[src/rtl/commit_unit.sv]
// Retirement stage: drains the ROB commit stream into regfile writes, store releases,
// predictor training and the mispredict flush/redirect.
module commit_unit #(
   parameter int unsigned ROB_IDX_W = 4,
   parameter int unsigned REG_IDX_W = 5,
   parameter int unsigned WORD_W    = 32,
   parameter int unsigned ADDR_W    = 32,
   parameter int unsigned ID_W      = 6,
   parameter int unsigned BR_ID_LO  = 10,
   parameter int unsigned BR_ID_HI  = 15,
   parameter int unsigned JMP_ID_LO = 16,
   parameter int unsigned JMP_ID_HI = 17,
   parameter int unsigned ST_ID_LO  = 20,
   parameter int unsigned ST_ID_HI  = 22
) (
   input  logic                 clk_in,
   input  logic                 rst_in,
   input  logic                 rdy_in,
   input  logic                 commit_en_in,
   input  logic [ID_W-1:0]      instr_id_in,
   input  logic [REG_IDX_W-1:0] rd_in,
   input  logic [ROB_IDX_W-1:0] rob_pos_in,
   input  logic [WORD_W-1:0]    res_in,
   input  logic                 jump_en_in,
   input  logic [ADDR_W-1:0]    jump_a_in,
   input  logic [ADDR_W-1:0]    pc_in,
   input  logic                 bp_in,
   output logic                 rf_we_out,
   output logic [REG_IDX_W-1:0] rf_rd_out,
   output logic [WORD_W-1:0]    rf_data_out,
   output logic [ROB_IDX_W-1:0] rf_rob_pos_out,
   output logic                 lsb_st_commit_out,
   output logic [ROB_IDX_W-1:0] lsb_rob_pos_out,
   output logic                 bp_upd_en_out,
   output logic [ADDR_W-1:0]    bp_pc_out,
   output logic                 bp_taken_out,
   output logic                 clear_branch_out,
   output logic                 redirect_en_out,
   output logic [ADDR_W-1:0]    redirect_a_out,
   output logic [31:0]          commit_cnt_out,
   output logic [31:0]          mispred_cnt_out
);

   localparam int unsigned CNT_W = 32;

   typedef enum logic {
      S_RUN,
      S_FLUSH
   } state_t;

   state_t state_q, state_d;

   logic                 rf_we_d;
   logic [REG_IDX_W-1:0] rf_rd_d;
   logic [WORD_W-1:0]    rf_data_d;
   logic [ROB_IDX_W-1:0] rf_rob_pos_d;
   logic                 lsb_st_commit_d;
   logic [ROB_IDX_W-1:0] lsb_rob_pos_d;
   logic                 bp_upd_en_d;
   logic [ADDR_W-1:0]    bp_pc_d;
   logic                 bp_taken_d;
   logic                 clear_branch_d;
   logic                 redirect_en_d;
   logic [ADDR_W-1:0]    redirect_a_d;
   logic [CNT_W-1:0]     commit_cnt_d;
   logic [CNT_W-1:0]     mispred_cnt_d;

   // Instruction class decode from the id ranges
   logic is_br, is_jmp, is_ctl, is_st, is_wr, is_mispred;

   always_comb begin
      is_br      = (instr_id_in >= ID_W'(BR_ID_LO))  && (instr_id_in <= ID_W'(BR_ID_HI));
      is_jmp     = (instr_id_in >= ID_W'(JMP_ID_LO)) && (instr_id_in <= ID_W'(JMP_ID_HI));
      is_st      = (instr_id_in >= ID_W'(ST_ID_LO))  && (instr_id_in <= ID_W'(ST_ID_HI));
      is_ctl     = is_br || is_jmp;
      is_wr      = !is_br && !is_st && (rd_in != '0);
      is_mispred = is_ctl && (jump_en_in != bp_in);
   end

   // Next-state and next-output logic; strobes default low, payloads hold
   always_comb begin
      state_d         = state_q;
      rf_we_d         = 1'b0;
      rf_rd_d         = rf_rd_out;
      rf_data_d       = rf_data_out;
      rf_rob_pos_d    = rf_rob_pos_out;
      lsb_st_commit_d = 1'b0;
      lsb_rob_pos_d   = lsb_rob_pos_out;
      bp_upd_en_d     = 1'b0;
      bp_pc_d         = bp_pc_out;
      bp_taken_d      = bp_taken_out;
      clear_branch_d  = 1'b0;
      redirect_en_d   = 1'b0;
      redirect_a_d    = redirect_a_out;
      commit_cnt_d    = commit_cnt_out;
      mispred_cnt_d   = mispred_cnt_out;

      case (state_q)
         S_RUN: begin
            if (commit_en_in) begin
               commit_cnt_d = commit_cnt_out + CNT_W'(1);
               if (is_wr) begin
                  rf_we_d      = 1'b1;
                  rf_rd_d      = rd_in;
                  rf_data_d    = res_in;
                  rf_rob_pos_d = rob_pos_in;
               end
               if (is_st) begin
                  lsb_st_commit_d = 1'b1;
                  lsb_rob_pos_d   = rob_pos_in;
               end
               if (is_ctl) begin
                  bp_upd_en_d = 1'b1;
                  bp_pc_d     = pc_in;
                  bp_taken_d  = jump_en_in;
               end
               if (is_mispred) begin
                  clear_branch_d = 1'b1;
                  redirect_en_d  = 1'b1;
                  redirect_a_d   = jump_en_in ? jump_a_in : (pc_in + ADDR_W'(4));
                  mispred_cnt_d  = mispred_cnt_out + CNT_W'(1);
                  state_d        = S_FLUSH;
               end
            end
         end
         // Anything arriving during the flush cycle is wrong-path and dropped
         S_FLUSH: state_d = S_RUN;
         default: state_d = S_RUN;
      endcase
   end

   always_ff @(posedge clk_in or negedge rst_in) begin
      if (!rst_in) begin
         state_q           <= S_RUN;
         rf_we_out         <= 1'b0;
         rf_rd_out         <= '0;
         rf_data_out       <= '0;
         rf_rob_pos_out    <= '0;
         lsb_st_commit_out <= 1'b0;
         lsb_rob_pos_out   <= '0;
         bp_upd_en_out     <= 1'b0;
         bp_pc_out         <= '0;
         bp_taken_out      <= 1'b0;
         clear_branch_out  <= 1'b0;
         redirect_en_out   <= 1'b0;
         redirect_a_out    <= '0;
         commit_cnt_out    <= '0;
         mispred_cnt_out   <= '0;
      end else if (rdy_in) begin
         state_q           <= state_d;
         rf_we_out         <= rf_we_d;
         rf_rd_out         <= rf_rd_d;
         rf_data_out       <= rf_data_d;
         rf_rob_pos_out    <= rf_rob_pos_d;
         lsb_st_commit_out <= lsb_st_commit_d;
         lsb_rob_pos_out   <= lsb_rob_pos_d;
         bp_upd_en_out     <= bp_upd_en_d;
         bp_pc_out         <= bp_pc_d;
         bp_taken_out      <= bp_taken_d;
         clear_branch_out  <= clear_branch_d;
         redirect_en_out   <= redirect_en_d;
         redirect_a_out    <= redirect_a_d;
         commit_cnt_out    <= commit_cnt_d;
         mispred_cnt_out   <= mispred_cnt_d;
      end
   end

endmodule
[config.mk]
export PLATFORM = sky130hd
export DESIGN_NAME = commit_unit
export DESIGN_NICKNAME = d
export VERILOG_FILES = /design/src/rtl/commit_unit.sv
export SDC_FILE = /design/constraint.sdc
export NUM_CORES = 1
export LEC_CHECK = 0
export BUFFER_PORTS_ARGS = -buffer_cell sky130_fd_sc_hd__buf_2
export CAP_MARGIN = 20
export CORE_MARGIN = 2
export CORE_UTILIZATION = 30
export CTS_BUF_LIST = sky130_fd_sc_hd__clkbuf_4 sky130_fd_sc_hd__clkbuf_8
export CTS_CLUSTER_DIAMETER = 100
export CTS_CLUSTER_SIZE = 20
export DETAILED_ROUTE_END_ITERATION = 10
export PLACE_DENSITY = 0.56
export SYNTH_ARGS = -nofsm -noshare
export SYNTH_HDL_FRONTEND = slang
export SYNTH_SLANG_ARGS = --single-unit
export TNS_END_PERCENT = 5
[constraint.sdc]
create_clock -name clk_in -period 2.3 [get_ports clk_in]
set_input_delay 0.23 -clock clk_in [delete_from_list [all_inputs] [get_ports clk_in]]
set_output_delay 0.23 -clock clk_in [all_outputs]
set_load 0.05 [all_outputs]
# Word level (Yosys, flattened, before mapping)
# Index checks and enable logic that the tools add are counted.
# op_classes
addsub	3
n_mul	0
div	0
n_lt_le_gt_ge	6
eq_ne	1
n_shift	0
mux	14
n_bitwise	1
n_reduce_logical	15
# ops
cell	count
32-bit by 1-bit adder with 32-bit output, second input constant	2
32-bit by 3-bit adder with 32-bit output, second input constant	1
32-bit two-way mux	1
4-bit AND reduction	4
6-bit by 5-bit >= comparator with 1-bit output, second input constant	2
6-bit by 5-bit less-or-equal comparator with 1-bit output, second input constant	2
1-bit two-way mux	12
6-bit by 4-bit >= comparator with 1-bit output, second input constant	1
6-bit by 4-bit less-or-equal comparator with 1-bit output, second input constant	1
1-bit logical AND	6
5-bit nonzero test	1
3-bit AND reduction	1
1-bit zero test	2
1-bit case mux with 2 select lines	1
1-bit logical OR	1
1-bit != test	1
1-bit NOT	1
# totals
reg_bits	179
latchBits	0
ram_bits	0
rom_bits	0
inputBits	117
output_inout_bits	179
memories	0

# Longest topological paths before layout
# Gate-level depths: netlist (run 1).
# logic_depth
word_depth	8
ltp_mapped	8
mapped_depth_nobuf	6

# Worst setup path after synthesis (run 1)
# Ideal clock, no wire load.
# synth_path
kind	reg2reg
from	register mispred_cnt_out[9]
to	register mispred_cnt_out[24]
arrival_time_ps	2149
required_ps	2158
slack_ps	10
stages_incl_launch_ff	6
period_less_slack_ps	2290
path_cell_list	dfrtp_1 > nand3_1 > or4_4 > nor4_4 > nand4_1 > xnor2_1
# synth_between
elab_chain_len	1
# synth_rtl
item	line_no	rtl
from (decl)	41	output logic [31:0] mispred_cnt_out
from (signal assigned)	164	mispred_cnt_out <= mispred_cnt_d;
32-bit by 1-bit adder with 32-bit output	121	mispred_cnt_d = mispred_cnt_out + CNT_W'(1);
# No other way between the ends.
# A chain may end at the register's enable or synchronous reset.

# Worst setup path after layout (run 1)
# layout_path
from	input port rd_in[0]
to	register rf_data_out[12]
# layout_between
elab_chain_len	3
# layout_rtl
item	line_no	rtl
from (decl)	21	input logic [REG_IDX_W-1:0] rd_in,
5-bit nonzero test	76	is_wr = !is_br && !is_st && (rd_in != '0);
1-bit logical AND	76	
4-bit AND reduction (no line)	-	
to (signal assigned)	153	rf_data_out <= rf_data_d;
to (decl)	30	output logic [WORD_W-1:0] rf_data_out,
# No other way between the ends.

==> flow_summary.toml, run 1 <==
[yosys]
async_flop_share_pct = 100.0
ys_warn_count = 0
synth_edf_count = 0
synth_top_area_share_pct = 54.81
ys.flop_type = "dfrtp_1"
synth_area_per_cell_um2 = 10.62
synth.area.top_cells = "dfrtp_1 (55%), nand2_1 (7.3%), mux2_2 (6.7%), xnor2_1 (6.0%), xor2_1 (3.2%)"
yosys.area.top_type = "dfrtp_1"
syn_inst = 765
syn-num-nets = 885
seq_area_frac_synth_pct = 54.81
ys_seq_elements = 178
synthDistinctLibCells = 46
netlist_area_um2 = 8127

[route]
vias_per_cell = 4.660
route.detailed.drc = 0
drt-total-wl_um = 24080
detail-route-antenna-nets = 0
drtPass1Iterations = 4
vias = 6916
wl_per_cell_um = 16.23
drt_iter0_drc = 373

[final_layout]
fin_util_pct = 41.59
design_area_um2 = 11150
fin_nets = 1249
drive_above_1_share_pct = 35.90
syn_to_final_growth_pct = 37.17
num-fill-cells = 2654

[setup_path]
crit_required_ns = 2.64
critical_path_class = "in2reg"
crit_slowest_cell = "dlygate4sd3_1"
end_kind = "flop"
path_cells = "dlygate4sd3_1 -> buf_2 -> nor3_1 -> a21oi_1 -> o311ai_4 -> buf_12 -> mux2_2"
critPathArrivalTime_ns = 2.41
cp_max_fo = 26
cp_num_buf_inv = 3
critPathMaxStageDelay_ns = 0.54
critPathLaunchType = "primary input"
path_delay_family = "buffers and inverters"

[clock_network]
post_cts_buffers = 0
cts-htree-levels = 4
cts_sinks = 178
worstSkewPairLatency_ns = 0.46
clock_tree.buffer_depth = 2
cts_made_buffers = 17
cts_tree = "yes"
path_clk_slew_ns = 0.11
clockRootBuffer = "clkbuf_8"

[timing]
fin_crit_ns = 2.069
max_freq_mhz = 483.4
relSlewSlack_pct = 60.72
tns_ns = 0
rsz0062_at_grt = "no"
skew_ns = 0.01738
finalSetupViolCount = 0
hold_viol = 0
timing.final.crit_share_pct = 89.94
tightest_slew_ns = 0.5743
drv_slew = 0
fin_hold_ws_ns = 0.03226

[power_and_ir_drop]
leakagePower_nw = 5.623
vdd_drop_max_mv = 0.4917
power_per_cell_area_nw_per_um2 = 830.0
power_mw = 9.252

[floorplanning]
die-height_um = 168.6
die_area_um2 = 28420
core_area_um2 = 26800
die_width_um = 168.6
start_util_pct = 30.32
rows = 60
io-pin-count = 296

[grt]
grt_pass1_wl_um = 38050
grt_antenna_before_repair = 3
grt.overflow.total = 0
grt_usage_pct = 16.88
grt_pass1_vias = 7063
grt_start_max_net_pins = 45

[place]
dp_hpwl_um = 18020
routabilityCongestion = 0.7842
dpl_cell_area_um2 = 10160
io_buffers = 295

[outcome]
status = "completed"

[worst_hold_path]
hold_class = "in2reg"

[flow_run]
cap_violations = 0
[path summary, 6_finish.rpt]
check	from	endpoint	slack [ns]	depth (start not counted)
min	pc_in[14]	bp_pc_out[14]	0.03	3
max reg2reg	redirect_en_out	redirect_a_out[30]	0.24	5
min in group asynchronous	rst_in	rf_data_out[18]	0.26	2
max	rd_in[0]	rf_data_out[12]	0.23	7
max in group asynchronous	rst_in	bp_pc_out[0]	1.39	3
min reg2reg	commit_cnt_out[31]	commit_cnt_out[31]	0.47	1
[sequential cells by signal (all words and copies together), names as in the netlist, 4 cells and up]
name             flops
bp_pc_out           32
commit_cnt_out      32
lsb_rob_pos_out      4
mispred_cnt_out     32
redirect_a_out      32
rf_data_out         32
rf_rd_out            5
rf_rob_pos_out       4
[area by class of cell]
class,instances,area [um^2],share of cell area [%]
Sequential cell,178,4454,39.96
Timing Repair Buffer,381,2328,20.89
Clock inverter,15,157.7,1.414
Tap cell,341,426.7,3.828
Multi-Input combinational cell,540,3502,31.42
Inverter,11,41.29,0.3704
Antenna cell,1,2.502,0.02245
Clock buffer,17,234.0,2.099
[synthesized netlist by cell type, types with 2 or more instances]
master / n
o21ai_0: 38
xor2_1: 30
nand2_1: 158
o31a_1: 2
and3_1: 21
and4_1: 12
o211ai_1: 2
nand4_1: 28
dfrtp_1: 178
nand2b_1: 2
a22oi_1: 8
nand3_1: 35
or3_1: 2
a32o_1: 2
nor2_1: 25
and2_1: 11
nor3_1: 11
mux2_2: 48
buf_2: 6
buf_4: 3
a21oi_1: 8
clkbuf_1: 27
ha_1: 3
nor4_1: 6
xnor2_1: 56
o221ai_1: 7
mux2i_1: 6
nor4_4: 2
inv_1: 11
[layout by cell type (no fill, tap or decap), types with 3 or more instances in the layout]
cell type	Yosys	layout
buf_12	0	4
nand4_1	28	28
nor4_1	6	6
buf_2	6	294
mux2i_1	6	6
nand3_1	35	35
and3_1	21	21
clkinv_4	0	4
xnor2_1	56	56
a22oi_1	8	8
dlygate4sd3_1	0	59
mux2_2	48	48
o21ai_0	38	38
xor2_1	30	30
nor3_1	11	11
inv_1	11	11
inv_8	0	6
clkbuf_8	0	18
buf_4	3	23
ha_1	3	3
o221ai_1	7	7
dfrtp_1	178	178
nor2_1	25	24
and2_1	11	11
nand2_1	158	158
and4_1	12	12
a21oi_1	8	8
[stage by stage]
stage	worst slack, ns	cells
global route	0.07591	1483
CTS	0.1844	1483
finish	0.2315	1484
floorplan	0.009678	765
detailed placement	0.1188	1392
global placement	0.1953	1392
[timing repair]
action                    4_1_cts  5_1_grt
hold endpoints to repair      100        0
hold buffers                   59        0
resized for setup               0        0
[kinds of logic after synthesis]
logic type                 Yosys count  synth area share (%)
adders and majority gates            3                0.4619
muxes                               54                 7.390
DFF                                178                 54.81
xor gates and xnor gates            87                 9.469
buffers and inverters               47                 2.402
AOI/OAI and AO/OA                   75                 5.820
and+or+nand+nor                    321                 19.65
[metal layers]
metal	up-vias	wire length (um)	global-route usage, %
met5	-	13	0
met1	3302	10510	21.42
li1	3368	-	-
met2	222	11690	28.70
met3	22	1528	4.466
met4	2	339	4.235
[worst reg2reg max path, delay by kind of cell, from the launching register on]
family / cells / cell delay [ns]
AND/OR/NAND/NOR: 3 / 1.10
flip-flops: 1 / 0.39
AO/OA/AOI/OAI: 1 / 0.27
buffers and inverters: 1 / 0.22
[where the power goes]
| group | internal (mW) | total [mW] | leakage (nW) | switching (mW) |
|---|---|---|---|---|
| clock | 0.822 | 2.18 | 0.202 | 1.35 |
| combinational | 0.815 | 3.20 | 3.15 | 2.38 |
| sequential | 3.59 | 3.88 | 2.27 | 0.286 |
Power figures use the tool's default switching activity.
==> run 2, diff against run 1 <==
--- a/config.mk
+++ b/config.mk
@@ -14,6 +14,7 @@
 export CTS_CLUSTER_SIZE = 20
 export DETAILED_ROUTE_END_ITERATION = 10
 export PLACE_DENSITY = 0.56
+export REMOVE_ABC_BUFFERS = 1
 export SYNTH_ARGS = -nofsm -noshare
 export SYNTH_HDL_FRONTEND = slang
 export SYNTH_SLANG_ARGS = --single-unit
==> flow_summary.toml, run 2 (synthesis gave the netlist of run 1 again) <==
[clock_network]
post_cts_buffers = 0
worstSkewPairLatency_ns = 0.46
clockRootBuffer = "clkbuf_8"
cts_sinks = 178
cts-htree-levels = 4
clock_tree.buffer_depth = 2
path_clk_slew_ns = 0.10
hold_buffers = 61
cts_made_buffers = 17
ctsResizeCount = 0
cts_tree = "yes"

[final_layout]
final_cell_mix = "buf_2 (294), dfrtp_1 (178), nand2_1 (158)"
sequential_cell_area_um2 = 4454
multiInputGateArea_um2 = 3497
drive_above_1_share_pct = 35.98
finalNonFillerCells = 1490
fin_util_pct = 41.85
design_area_um2 = 11220
final_common_cell = "buf_2"
num-fill-cells = 2608
syn_to_final_growth_pct = 38.03
fin_nets = 1255

[route]
vias_per_cell = 4.686
drtPass1Iterations = 4
drt-total-wl_um = 24740
route.detailed.drc = 0
drt_iter0_drc = 326
wl_per_cell_um = 16.60
detail-route-antenna-nets = 0
vias = 6982

[place]
io_buffers = 295
dp_hpwl_um = 18200
dp_cells = 1395
dpl_cell_area_um2 = 10180
routabilityCongestion = 0.7673

[timing]
relSlewSlack_pct = 56.33
fin_crit_ns = 2.040
tightest_slew_ns = 0.6386
drv_slew = 0
hold_viol = 0
max_freq_mhz = 490.2
fin_hold_ws_ns = 0.05041
skew_ns = 0.01702
timing.final.crit_share_pct = 88.69
finalSetupViolCount = 0
rsz0062_at_grt = "no"

[floorplanning]
core_area_um2 = 26800
rows = 60
die-height_um = 168.6
die_width_um = 168.6
io-pin-count = 296
die_area_um2 = 28420
start_util_pct = 30.32

[power_and_ir_drop]
clockPowerShare_pct = 24.2
pwr-share-seq_pct = 41.4
leakagePower_nw = 5.649
vdd_drop_max_mv = 0.3768
netSwitchingFraction_pct = 42.85
power_mw = 9.381
p_comb_share_pct = 34.3
power_per_cell_area_nw_per_um2 = 836.4
p_int_mw = 5.361
netSwitchingPower_mw = 4.020

[setup_path]
path_delay_family = "simple AND/OR/NAND/NOR gates"
critPathMaxStageDelay_ns = 0.60
path_cells = "or4bb_1 -> buf_4 -> nor2_2 -> nand3_1 -> o221ai_1"
cp_num_buf_inv = 1
path_depth = 5
startpoint = "redirect_en_out"
r2r_cells = 5
crit_required_ns = 2.66
critPathArrivalTime_ns = 2.40
crit_slowest_cell = "or4bb_1"
critPathLaunchType = "flop"
r2r_start = "redirect_en_out"
end_kind = "flop"
critical_path_class = "reg2reg"
cp_max_fo = 9

[grt]
grt_antenna_before_repair = 4
grt_usage_pct = 17.55
grt_start_max_net_pins = 66
grt_pass1_vias = 7114
grt.overflow.total = 0
grt_pass1_wl_um = 39300

[flow_run]
cap_violations = 0

[outcome]
status = "completed"

[worst_hold_path]
hold_class = "in2reg"
whs_path_depth = 3
hold_start = "pc_in[11]"
run 2: changes by cell type in the layout (fill, tap and decap cells not counted), moves of 2 or more:
cell,before,now
buf_4,23,26
dlygate4sd3_1,59,62
clkinv_4,4,2
clkinvlp_4,0,2
inv_8,6,4
run 2: power groups by stage:
stage                     clock network, mW  logic [mW]  registers (mW)
after floorplan                           0       0.526            5.60
after global placement                    0        3.14            3.93
after detailed placement                  0        3.17            3.94
after CTS                              2.38        3.24            3.89
after global routing                   2.50        3.41            3.96
final                                  2.27        3.22            3.89
run 2: cell type report:
type	instances	area share, %
Sequential cell	178	39.71
Multi-Input combinational cell	540	31.18
Timing Repair Buffer	387	21.23
Tap cell	341	3.804
Clock buffer	18	2.209
Clock inverter	14	1.484
Inverter	11	0.3681
Antenna cell	1	0.02231
run 2: worst min-delay path, delay by kind of cell:
family	cells	cell delay (ns)
buffers and inverters	1	0.14
and+or+nand+nor	2	0.10
run 2: final timing paths:
path	endpoint	slack, ns
setup / recovery	redirect_a_out[26]	0.26
hold / removal	bp_pc_out[11]	0.05
setup reg to reg	redirect_a_out[26]	0.26
hold reg to reg	commit_cnt_out[31]	0.47
max in group asynchronous	rf_data_out[30]	1.24
min in group asynchronous	commit_cnt_out[27]	0.31
run 2: per-layer routing:
layer	wire length (um)	share of wire, %	track usage [%]	vias to the layer above
met4	229	0.93	3.786	6
met2	11740	47	29.11	215
met3	1756	7.1	5.635	21
met5	29	0.12	0	-
met1	10980	44	22.50	3351
li1	-	-	-	3389
run 2: per-stage QoR:
stage	TNS, ns	worst slack (ns)
detailed placement	0	0.09394
global route	0	0.1309
finish	0	0.2601
floorplan	-113.92	-1.835
global placement	0	0.2323
CTS	0	0.2094
